## config.mk

```make
export PLATFORM = sky130hd
export DESIGN_NAME = servo_setpoint_sequencer_flat
export DESIGN_NICKNAME = d
export VERILOG_FILES = /design/src/rtl/servo_setpoint_sequencer_if.sv /design/src/rtl/servo_setpoint_sequencer.sv /design/src/flat_wrapper.sv
export SDC_FILE = /design/constraint.sdc
export NUM_CORES = 1
export LEC_CHECK = 0
export BUFFER_PORTS_ARGS = -buffer_cell sky130_fd_sc_hd__buf_2
export CAP_MARGIN = 10
export CORE_MARGIN = 8
export CORE_UTILIZATION = 40
export CTS_CLUSTER_SIZE = 25
export DETAILED_ROUTE_END_ITERATION = 10
export GPL_TIMING_DRIVEN = 0
export SLEW_MARGIN = 20
export SYNTH_ARGS = -nofsm -noshare
export SYNTH_HDL_FRONTEND = slang
export SYNTH_SLANG_ARGS = --single-unit
```

## constraint.sdc

```tcl
create_clock -name clk -period 8.4 [get_ports clk]
set_input_delay 0.42 -clock clk [delete_from_list [all_inputs] [get_ports clk]]
set_output_delay 0.42 -clock clk [all_outputs]
set_load 0.03 [all_outputs]
```

## src/rtl/servo_setpoint_sequencer_if.sv

```systemverilog
// Target-command channel between a motion planner (master) and servo_setpoint_sequencer (slave).
interface servo_setpoint_sequencer_if;
    // A command transfers on the rising clk edge where cmd_valid && cmd_ready are both high;
    // the master may drop cmd_valid before a transfer, and cmd_pos is ignored while cmd_ready is low.
    logic        cmd_valid;
    logic [11:0] cmd_pos;
    logic        cmd_ready;

    modport master (output cmd_valid, output cmd_pos, input cmd_ready);
    modport slave  (input cmd_valid, input cmd_pos, output cmd_ready);
endinterface

```

## src/rtl/servo_setpoint_sequencer.sv

```systemverilog
// Rate-limited setpoint slewing with settle detection for the servo PID loop.
// Optional settle timeout enabled by defining SEQ_SETTLE_TIMEOUT_EN.
module servo_setpoint_sequencer #(
    parameter int SAMPLE_DIV = 50000,
    parameter int STEP_MAX   = 8,
    parameter int SETTLE_TOL = 4,
    parameter int SETTLE_CNT = 16,
    parameter int HOME_POS   = 2048
`ifdef SEQ_SETTLE_TIMEOUT_EN
    ,
    parameter int TIMEOUT_TICKS = 2000
`endif
) (
    input  logic                             clk,
    input  logic                             rst_n,
    servo_setpoint_sequencer_if.slave        cmd,
    input  logic                             i_abort,
    input  logic [11:0]                      i_position_fb,
    output logic [11:0]                      o_setpoint,
    output logic                             o_sample_tick,
    output logic                             o_busy,
    output logic                             o_done,
    output logic                             o_settled,
    output logic                             o_timeout,
    output logic [1:0]                       o_state
);

    typedef enum logic [1:0] {
        ST_IDLE   = 2'd0,
        ST_RAMP   = 2'd1,
        ST_SETTLE = 2'd2,
        ST_DONE   = 2'd3
    } state_t;

    localparam int TCW = (SAMPLE_DIV > 1) ? $clog2(SAMPLE_DIV) : 1;
    localparam int SCW = $clog2(SETTLE_CNT + 1);

    localparam logic [TCW-1:0]     TICK_LAST     = TCW'(SAMPLE_DIV - 1);
    localparam logic [SCW-1:0]     SETTLE_TARGET = SCW'(SETTLE_CNT);
    localparam logic signed [12:0] STEP_L        = 13'(STEP_MAX);
    localparam logic signed [12:0] TOL_L         = 13'(SETTLE_TOL);
    localparam logic [11:0]        HOME_L        = 12'(HOME_POS);

    state_t         r_state;
    state_t         w_state_next;
    logic [TCW-1:0] r_tick_cnt;
    logic           w_tick;
    logic [11:0]    r_target;
    logic [11:0]    r_setpoint;
    logic [SCW-1:0] r_settle_cnt;
    logic [SCW-1:0] w_settle_next;
    logic           w_settle_hit;
    logic           r_settled;
    logic           w_accept;
    logic           w_to_hit;

    logic signed [12:0] w_diff;
    logic signed [12:0] w_dist;
    logic signed [12:0] w_step;
    logic signed [12:0] w_ramp_next;
    logic               w_ramp_hit;
    logic signed [12:0] w_err;
    logic signed [12:0] w_err_abs;
    logic               w_in_tol;

    // Sample-period timebase: free-running, never disturbed by commands.
    assign w_tick = (r_tick_cnt == TICK_LAST);

    always_ff @(posedge clk or negedge rst_n) begin
        if (!rst_n) begin
            r_tick_cnt <= '0;
        end else if (w_tick) begin
            r_tick_cnt <= '0;
        end else begin
            r_tick_cnt <= r_tick_cnt + TCW'(1);
        end
    end

    // Ramp step: move toward target by at most STEP_MAX; never overshoots.
    assign w_diff      = $signed({1'b0, r_target}) - $signed({1'b0, r_setpoint});
    assign w_dist      = w_diff[12] ? -w_diff : w_diff;
    assign w_step      = (w_dist > STEP_L) ? STEP_L : w_dist;
    assign w_ramp_next = w_diff[12] ? ($signed({1'b0, r_setpoint}) - w_step)
                                    : ($signed({1'b0, r_setpoint}) + w_step);
    assign w_ramp_hit  = (w_ramp_next == $signed({1'b0, r_target}));

    // Settle window is measured against the target, not the setpoint.
    assign w_err         = $signed({1'b0, i_position_fb}) - $signed({1'b0, r_target});
    assign w_err_abs     = w_err[12] ? -w_err : w_err;
    assign w_in_tol      = (w_err_abs <= TOL_L);
    assign w_settle_next = w_in_tol ? (r_settle_cnt + SCW'(1)) : '0;
    assign w_settle_hit  = (w_settle_next == SETTLE_TARGET);

    assign w_accept = (r_state == ST_IDLE) && cmd.cmd_valid;

`ifdef SEQ_SETTLE_TIMEOUT_EN
    localparam int TOW = $clog2(TIMEOUT_TICKS + 1);
    localparam logic [TOW-1:0] TO_TARGET = TOW'(TIMEOUT_TICKS);

    logic [TOW-1:0] r_to_cnt;
    logic [TOW-1:0] w_to_next;
    logic           r_timeout;

    assign w_to_next = r_to_cnt + TOW'(1);
    assign w_to_hit  = (w_to_next == TO_TARGET);

    always_ff @(posedge clk or negedge rst_n) begin
        if (!rst_n) begin
            r_to_cnt  <= '0;
            r_timeout <= 1'b0;
        end else begin
            if (r_state == ST_RAMP) begin
                r_to_cnt <= '0;
            end else if ((r_state == ST_SETTLE) && w_tick && !i_abort) begin
                r_to_cnt <= w_to_next;
            end
            // Settling on the same tick takes priority over the timeout.
            r_timeout <= (r_state == ST_SETTLE) && w_tick && !i_abort
                         && !w_settle_hit && w_to_hit;
        end
    end

    assign o_timeout = r_timeout;
`else
    assign w_to_hit  = 1'b0;
    assign o_timeout = 1'b0;
`endif

    always_ff @(posedge clk or negedge rst_n) begin
        if (!rst_n) begin
            r_state <= ST_IDLE;
        end else begin
            r_state <= w_state_next;
        end
    end

    always_comb begin
        w_state_next = r_state;
        case (r_state)
            ST_IDLE: begin
                if (cmd.cmd_valid) begin
                    w_state_next = ST_RAMP;
                end
            end
            ST_RAMP: begin
                if (i_abort) begin
                    w_state_next = ST_IDLE;
                end else if (w_tick && w_ramp_hit) begin
                    w_state_next = ST_SETTLE;
                end
            end
            ST_SETTLE: begin
                if (i_abort) begin
                    w_state_next = ST_IDLE;
                end else if (w_tick) begin
                    if (w_settle_hit) begin
                        w_state_next = ST_DONE;
                    end else if (w_to_hit) begin
                        w_state_next = ST_IDLE;
                    end
                end
            end
            ST_DONE: begin
                w_state_next = ST_IDLE;
            end
            default: begin
                w_state_next = ST_IDLE;
            end
        endcase
    end

    always_comb begin
        cmd.cmd_ready = 1'b0;
        o_busy        = 1'b0;
        o_done        = 1'b0;
        case (r_state)
            ST_IDLE:   cmd.cmd_ready = 1'b1;
            ST_RAMP:   o_busy        = 1'b1;
            ST_SETTLE: o_busy        = 1'b1;
            ST_DONE:   o_done        = 1'b1;
            default:   cmd.cmd_ready = 1'b0;
        endcase
    end

    // Abort suppresses the setpoint update even when a tick coincides.
    always_ff @(posedge clk or negedge rst_n) begin
        if (!rst_n) begin
            r_target     <= HOME_L;
            r_setpoint   <= HOME_L;
            r_settle_cnt <= '0;
            r_settled    <= 1'b0;
        end else begin
            if (w_accept) begin
                r_target <= cmd.cmd_pos;
            end
            if ((r_state == ST_RAMP) && w_tick && !i_abort) begin
                r_setpoint <= w_ramp_next[11:0];
            end
            if (r_state == ST_RAMP) begin
                r_settle_cnt <= '0;
            end else if ((r_state == ST_SETTLE) && w_tick && !i_abort) begin
                r_settle_cnt <= w_settle_next;
            end
            if (w_accept) begin
                r_settled <= 1'b0;
            end else if ((r_state == ST_SETTLE) && (w_state_next == ST_DONE)) begin
                r_settled <= 1'b1;
            end
        end
    end

    assign o_setpoint    = r_setpoint;
    assign o_sample_tick = w_tick;
    assign o_settled     = r_settled;
    assign o_state       = r_state;

endmodule

```

## src/flat_wrapper.sv

```systemverilog
// flat-port wrapper written by rule: the top's interface ports become plain ports
module servo_setpoint_sequencer_flat 
#(
    parameter int SAMPLE_DIV = 50000,
    parameter int STEP_MAX   = 8,
    parameter int SETTLE_TOL = 4,
    parameter int SETTLE_CNT = 16,
    parameter int HOME_POS   = 2048

)
  (clk, rst_n, i_abort, i_position_fb, o_setpoint, o_sample_tick, o_busy, o_done, o_settled, o_timeout, o_state, cmd_cmd_valid, cmd_cmd_pos, cmd_cmd_ready);
  servo_setpoint_sequencer_if cmd_i ();
  input  logic clk;
  input  logic rst_n;
  input  logic i_abort;
  input  logic [11:0] i_position_fb;
  output logic [11:0] o_setpoint;
  output logic o_sample_tick;
  output logic o_busy;
  output logic o_done;
  output logic o_settled;
  output logic o_timeout;
  output logic [1:0] o_state;
  input wire logic [$bits(cmd_i.cmd_valid)-1:0] cmd_cmd_valid;
  input wire logic [$bits(cmd_i.cmd_pos)-1:0] cmd_cmd_pos;
  output wire logic [$bits(cmd_i.cmd_ready)-1:0] cmd_cmd_ready;
  assign cmd_i.cmd_valid = cmd_cmd_valid;
  assign cmd_i.cmd_pos = cmd_cmd_pos;
  assign cmd_cmd_ready = cmd_i.cmd_ready;
  servo_setpoint_sequencer #(.SAMPLE_DIV(SAMPLE_DIV), .STEP_MAX(STEP_MAX), .SETTLE_TOL(SETTLE_TOL), .SETTLE_CNT(SETTLE_CNT), .HOME_POS(HOME_POS)) u_core (.clk(clk), .rst_n(rst_n), .cmd(cmd_i), .i_abort(i_abort), .i_position_fb(i_position_fb), .o_setpoint(o_setpoint), .o_sample_tick(o_sample_tick), .o_busy(o_busy), .o_done(o_done), .o_settled(o_settled), .o_timeout(o_timeout), .o_state(o_state));
endmodule
```

* Word-level counts from Yosys, hierarchy flattened
Cells that the tools add are included.
** Word-level totals
- Register bits :: 48
- Word-level logic and storage cells :: 55
- Input bits :: 28
- Output and inout bits :: 20
** Cells by class
- Reduce and logical (&&, ||, !) cells :: 12
- Mux-type cells :: 20
- Eq/ne operators :: 7
- Add/subtract/negate cells :: 8
- Order comparisons :: 2
** Operator list (number)
- $mux W13 :: 4
- $neg A13 Y13 :: 2
- $sub A12 B12 Y13 :: 2
- $add A16 B1 Y16 const B :: 1
- $eq A16 B16 Y1 const B :: 1
- $mux W16 :: 1
- $mux W5 :: 3
- $add A13 B13 Y13 :: 1
- $eq A13 B13 Y1 :: 1
- $gt A13 B5 Y1 const B :: 1
- $le A13 B4 Y1 const B :: 1
- $sub A13 B13 Y13 :: 1
- $mux W2 :: 6
- $pmux W2 S4 :: 1
- $logic_and A1 B1 Y1 :: 7
- $eq A2 B2 Y1 const B :: 3
- $add A5 B1 Y5 const B :: 1
- $eq A5 B5 Y1 const B :: 1
- $mux W1 :: 5
- $reduce_bool A2 Y1 :: 2
- $eq A2 B1 Y1 const B :: 1
- $logic_not A2 Y1 :: 1
- $reduce_or A2 Y1 :: 1
- $logic_not A1 Y1 :: 1

* Longest topological paths before layout
- Depth after elaboration :: 16
- Depth in mapped cells :: 29

* Worst setup path before layout
OpenSTA, ideal clock, no wires.
- Path type :: register to register
- Start :: register u_core.r_setpoint[0], in the netlist u_core.o_setpoint[0]
- End :: register u_core.r_settled, in the netlist u_core.o_settled
- Path slack :: 2.497 ns
- Stages on the path, launching flop included :: 28
- Clock period less this slack :: 5.903 ns
- Data arrival time :: 5.763 ns
- Setup time :: 0.141 ns
- Cell sequence :: dfrtp_1 -> ha_1 -> fa_1 -> nand2b_1 -> a21oi_1 -> o221ai_1 -> a22o_1 -> a211oi_1 -> o21ai_0 -> a21oi_1 -> o2111a_1 -> or2_1 -> o21ai_0 -> ha_1 -> xor2_1 -> a21oi_1 -> ha_1 -> nor2b_1 -> o31a_1 -> a21oi_1 -> xnor2_1 -> a2111oi_0 -> o2111ai_1 -> nor4_1 -> nand4_1 -> a21o_1 -> o21ai_0 -> a32oi_1
** On the way
- Word-level cells in the longest chain between the ends :: 15
- Elaborated cells on any way between the ends :: 16
- Those cells by class :: 4 x add/sub; 1 x order compare; 2 x eq/ne; 6 x mux; 3 x reduce/logical
** RTL lines
- start, declared :: line servo_setpoint_sequencer.sv:49 : logic [11:0] r_setpoint;
- start signal, assigned :: line servo_setpoint_sequencer.sv:197 : r_setpoint <= w_ramp_next[11:0];
- $sub A12 B12 Y13 :: line servo_setpoint_sequencer.sv:80 : assign w_diff = $signed({1'b0, r_target}) - $signed({1'b0, r_setpoint});
- $neg A13 Y13 :: line servo_setpoint_sequencer.sv:81 : assign w_dist = w_diff[12] ? -w_diff : w_diff;
- $mux W13 :: line servo_setpoint_sequencer.sv:81
- $gt A13 B5 Y1 :: line servo_setpoint_sequencer.sv:82 : assign w_step = (w_dist > STEP_L) ? STEP_L : w_dist;
- $mux W13 :: line servo_setpoint_sequencer.sv:82
- $add A13 B13 Y13 or $sub A13 B13 Y13 (tied branches) :: line servo_setpoint_sequencer.sv:84, servo_setpoint_sequencer.sv:83
- $mux W13 (*) :: line servo_setpoint_sequencer.sv:83 : assign w_ramp_next = w_diff[12] ? ($signed({1'b0, r_setpoint}) - w_step)
- $eq A13 B13 Y1 (*) :: line servo_setpoint_sequencer.sv:85 : assign w_ramp_hit = (w_ramp_next == $signed({1'b0, r_target}));
- $logic_and A1 B1 Y1 (*) :: line servo_setpoint_sequencer.sv:148 : end else if (w_tick && w_ramp_hit) begin
- $mux W2 (*) :: line servo_setpoint_sequencer.sv:148
- $mux W2 (*) :: line servo_setpoint_sequencer.sv:146 : if (i_abort) begin
- $pmux W2 S4 (*) :: line servo_setpoint_sequencer.sv:139 : case (r_state)
- $eq A2 B2 Y1 (*) :: line servo_setpoint_sequencer.sv:206 : end else if ((r_state == ST_SETTLE) && (w_state_next == ST_DONE)) begin
- $logic_and A1 B1 Y1 (*) :: line servo_setpoint_sequencer.sv:206
- $reduce_bool A2 Y1 (no source line) (*)
- end signal, assigned :: line servo_setpoint_sequencer.sv:191 : r_settled <= 1'b0;
- end signal, assigned :: line servo_setpoint_sequencer.sv:205 : r_settled <= 1'b0;
- end signal, assigned :: line servo_setpoint_sequencer.sv:207 : r_settled <= 1'b1;
- end, declared :: line servo_setpoint_sequencer.sv:53 : logic r_settled;
Mark *: on every way between the ends. The rest lies on a longest branch, timed or not.
A chain may end at the register's enable or synchronous reset.

* Worst setup path after layout
- Start :: register u_core.r_target[0]
- End :: register u_core.r_settled, in the netlist u_core.o_settled
** On the way
- Word-level cells in the longest chain between the ends :: 15
- Elaborated cells on any way between the ends :: 25
- Those cells by class :: 6 x add/sub; 2 x order compare; 3 x eq/ne; 11 x mux; 3 x reduce/logical
** RTL lines
- start, declared :: line servo_setpoint_sequencer.sv:48 : logic [11:0] r_target;
- start signal, assigned :: line servo_setpoint_sequencer.sv:194 : r_target <= cmd.cmd_pos;
- $sub A12 B12 Y13 :: line servo_setpoint_sequencer.sv:80
- $neg A13 Y13 :: line servo_setpoint_sequencer.sv:81
- $mux W13 :: line servo_setpoint_sequencer.sv:81
- $gt A13 B5 Y1 :: line servo_setpoint_sequencer.sv:82
- $mux W13 :: line servo_setpoint_sequencer.sv:82
- $add A13 B13 Y13 or $sub A13 B13 Y13 (tied branches) :: line servo_setpoint_sequencer.sv:84, servo_setpoint_sequencer.sv:83
- $mux W13 :: line servo_setpoint_sequencer.sv:83
- $eq A13 B13 Y1 :: line servo_setpoint_sequencer.sv:85
- $logic_and A1 B1 Y1 :: line servo_setpoint_sequencer.sv:148
- $mux W2 :: line servo_setpoint_sequencer.sv:148
- $mux W2 :: line servo_setpoint_sequencer.sv:146
- $pmux W2 S4 (*) :: line servo_setpoint_sequencer.sv:139
- $eq A2 B2 Y1 (*) :: line servo_setpoint_sequencer.sv:206
- $logic_and A1 B1 Y1 (*) :: line servo_setpoint_sequencer.sv:206
- $reduce_bool A2 Y1 (no source line) (*)
Marks and branches as above.

==> flow_summary.yaml <==
status:
  run_status: "finished, final reports clean"
pwr:
  total_power_uw: 2240
  vdd.ir_drop.worst_mv: 0.190
  cellLeakagePower_uw: 0.00265
  power-per-cell-area_nw_per_um2: 375
floorplanning:
  core_area_um2: 13100
  die_area_um2: 17300
  die_w_um: 132
  die_y_um: 132
  initial_utilization: 0.407
  rows: 42
  io-pin-count: 48
synthesis:
  synth_area_per_cell_um2: 7.92
  ys_top_cells_by_count: "65 x nand2_1, 56 x nor2_1, 51 x o21ai_0"
  yosysUniqueCellTypes: 80
  yosysTopAreaCell: "dfrtp_1"
  synth-edff-count: 0
  synth-seq-area-share: 0.225
  synth.top_cell.area_share: 0.215
  synth_cells: 676
  postSynthNetCount: 751
  synth_area_um2: 5350
  ys_dominant_reg_cell: "dfrtp_1"
  most_repeated_cell_in_the_gate_level_netlist_after_synthesis: "nand2_1"
  synth.ff_latch_count: 48
  yosys-top-cells-area: "dfrtp_1 22%, ha_1 10%, xnor2_1 4.9%"
  async_reset_ff_frac: 1.00
  yosys_warnings: 0
worst_setup_path:
  startpoint_type: "flip-flop"
  crit-reg2reg-capture: "u_core.o_settled$_DFFE_PN0P_"
  ff2ff_path_depth: 28
  timing.reg2reg.setup_slack_ns: 1.39
  timing.critical_path.slowest_cell_delay_ns: 0.57
  end_kind: "flip-flop"
  crit_path_start: "u_core.r_target[0]$_DFFE_PN0P_"
  worst_flop_to_flop_path_startpoint: "u_core.r_target[0]$_DFFE_PN0P_"
  crit_path_max_fanout: 9
  critical_path_arrival_ns: 7.17
  crit_type: "flip-flop to flip-flop"
  critical_path.endpoint: "u_core.o_settled$_DFFE_PN0P_"
  cp.required_ns: 8.56
  crit_path_frequent_cell: "a21oi_1"
  slowest_stage: "o21ai_1"
finish:
  diodes: 0
  filler_cell_count: 1326
  area_delta_synth_final_pct: 11.7
  layout.nets: 804
  regArea_um2: 1200
  multi_input_comb_area_um2: 3850
  post_route_cells_drive_above_1_share: 0.123
routing:
  drt_pass1_iterations: 5
  drt_wl_total_um: 14200
  route.antenna.remaining_nets: 0
  post-route-drc-count: 0
  via_count_of_the_routed_design: 5048
  wire_per_inst_um: 15.7
  avgViaCountPerCell: 5.57
  drt_iter0_markers: 344
clock_tree:
  cts_setup_buffers: 0
  hold_buffers: 0
  clk-insertion-delay-late_ns: 0.30
  clock_tree_from_tritoncts: "yes"
  clock_tree.htree_level_count: 2
  cts_made_buffers: 5
  clock-root-buffer: "clkbuf_16"
  cts.clk_slew.worst_paths_ns: 0.07
  clk_path_buf_depth: 2
  cts_repair_resize_count: 0
  numClockSinks: 48
global_route:
  grt_first_pass_wirelength_um: 23900
  first_global_vias: 5018
  gr-total-overflow: 0
  track_usage: 0.162
  grt_start_max_net_pins: 49
  grt_antenna_before_repair: 0
flow_run:
  cap_violations: 0
sta:
  final_max_slew_viol_count: 0
  hold_violations: 0
  rsz_0062_raised_after_global_routing: "false"
  worst_slew_margin_rel: 0.528
  setup_total_negative_slack_ns: 0
  fmaxAchievable_mhz: 143
  post-route-min-period_ns: 7.01
  setup_viol: 0
  worst-slew-pin-transition_ns: 0.707
  fin_worst_skew_ns: 0.00598
  post-route-period-util: 0.835
hold_path:
  hold_class: "input port to async pin"
place:
  place.detailed.hpwl_um: 11500
  routabilityCongestion: 0.899
  placement.io_buffers: 46
## layout make-up
cell class,count,share of cell area
sequential,48,0.201
inverter,50,0.0314
multi-input combinational,555,0.645
clock inverter,3,0.00775
buffer,23,0.0176
timing repair buffer,46,0.0389
clock buffer,5,0.0209
tap,176,0.0369
## report_power, final
group          internal [uW]  leakage [uW]  switching (uW)
combinational            671       0.00194            1020
clock                    142     0.0000804            97.2
sequential               264      0.000629            43.7
## state kept, by name, indices dropped and copies added (netlist names)
name                 flops
u_core.o_setpoint       12
u_core.r_settle_cnt      5
u_core.o_settled         1
u_core.r_tick_cnt       16
u_core.o_state           2
u_core.r_target         12
## routing by layer
| metal | routed length (um) | track usage | share of wire | vias up |
|---|---|---|---|---|
| met5 | 0 | 0 | 0 | - |
| met2 | 6680 | 0.276 | 0.47 | 102 |
| li1 | - | - | - | 2563 |
| met3 | 436 | 0.0156 | 0.031 | 16 |
| met4 | 238 | 0.0459 | 0.017 | 0 |
| met1 | 6830 | 0.212 | 0.48 | 2367 |
## placed cells by master, fill, tap and decap left out, types with 6 or more instances in the layout
master     n
o21ai_0   51
and3_1    10
mux2i_1    7
o31ai_1    6
a21oi_1   33
nor2_1    56
nor3_1    14
a31oi_1    7
ha_1      44
xnor2_1   30
nand4_1   10
nand3_1   27
nand2_1   65
nor2b_1   12
or2_2      6
nand2b_1   9
inv_1     50
buf_2     51
clkbuf_1  15
o21a_1     8
dfrtp_1   46
xor2_1    24
a21o_1    14
o211ai_1  11
## kinds of logic after synthesis
logic type	synth area share
adders and majority gates	0.114
muxes	0.0257
other	0.000701
buffers and inverters	0.0547
DFF	0.225
AOI/OAI and AO/OA	0.249
xor gates and xnor gates	0.0926
and+or+nand+nor	0.238
## critical path, delay by kind of cell, from the launching register on
family / cells / cell delay [ns]
flops: 1 / 0.39
simple gates: 6 / 1.13
compound gates: 15 / 3.73
fa+ha+maj: 4 / 1.23
buf+inv: 1 / 0.10
xor+xnor: 2 / 0.27
## through the flow
stage                     worst slack [ns]   util  area, um2  hold WS (ns)  std cells
after floorplan                       2.50      -       5350         0.124        676
after global placement                1.46  0.442       5800         0.456        898
after detailed placement              1.49  0.442       5800         0.465        898
after CTS                             1.47  0.455       5970         0.324        906
after global routing                 0.768  0.455       5980         0.201        906
final                                 1.39  0.455       5980         0.145        906
## worst min-delay path by stage
| stage | endpoint | slack (ns) | cells after the start |
|---|---|---|---|
| after global placement | u_core.r_tick_cnt[0]$_DFF_PN0_ | 0.46 | 1 |
| final | u_core.o_state[1]$_DFF_PN0_ | 0.15 | 1 |
| after global routing | u_core.r_tick_cnt[2]$_DFF_PN0_ | 0.20 | 1 |
| after detailed placement | u_core.r_tick_cnt[0]$_DFF_PN0_ | 0.47 | 1 |
| after floorplan | u_core.o_setpoint[0]$_DFFE_PN0P_ | 0.12 | 0 |
| after CTS | u_core.r_target[5]$_DFFE_PN0P_ | 0.32 | 3 |
Power figures use the tool's default switching activity.
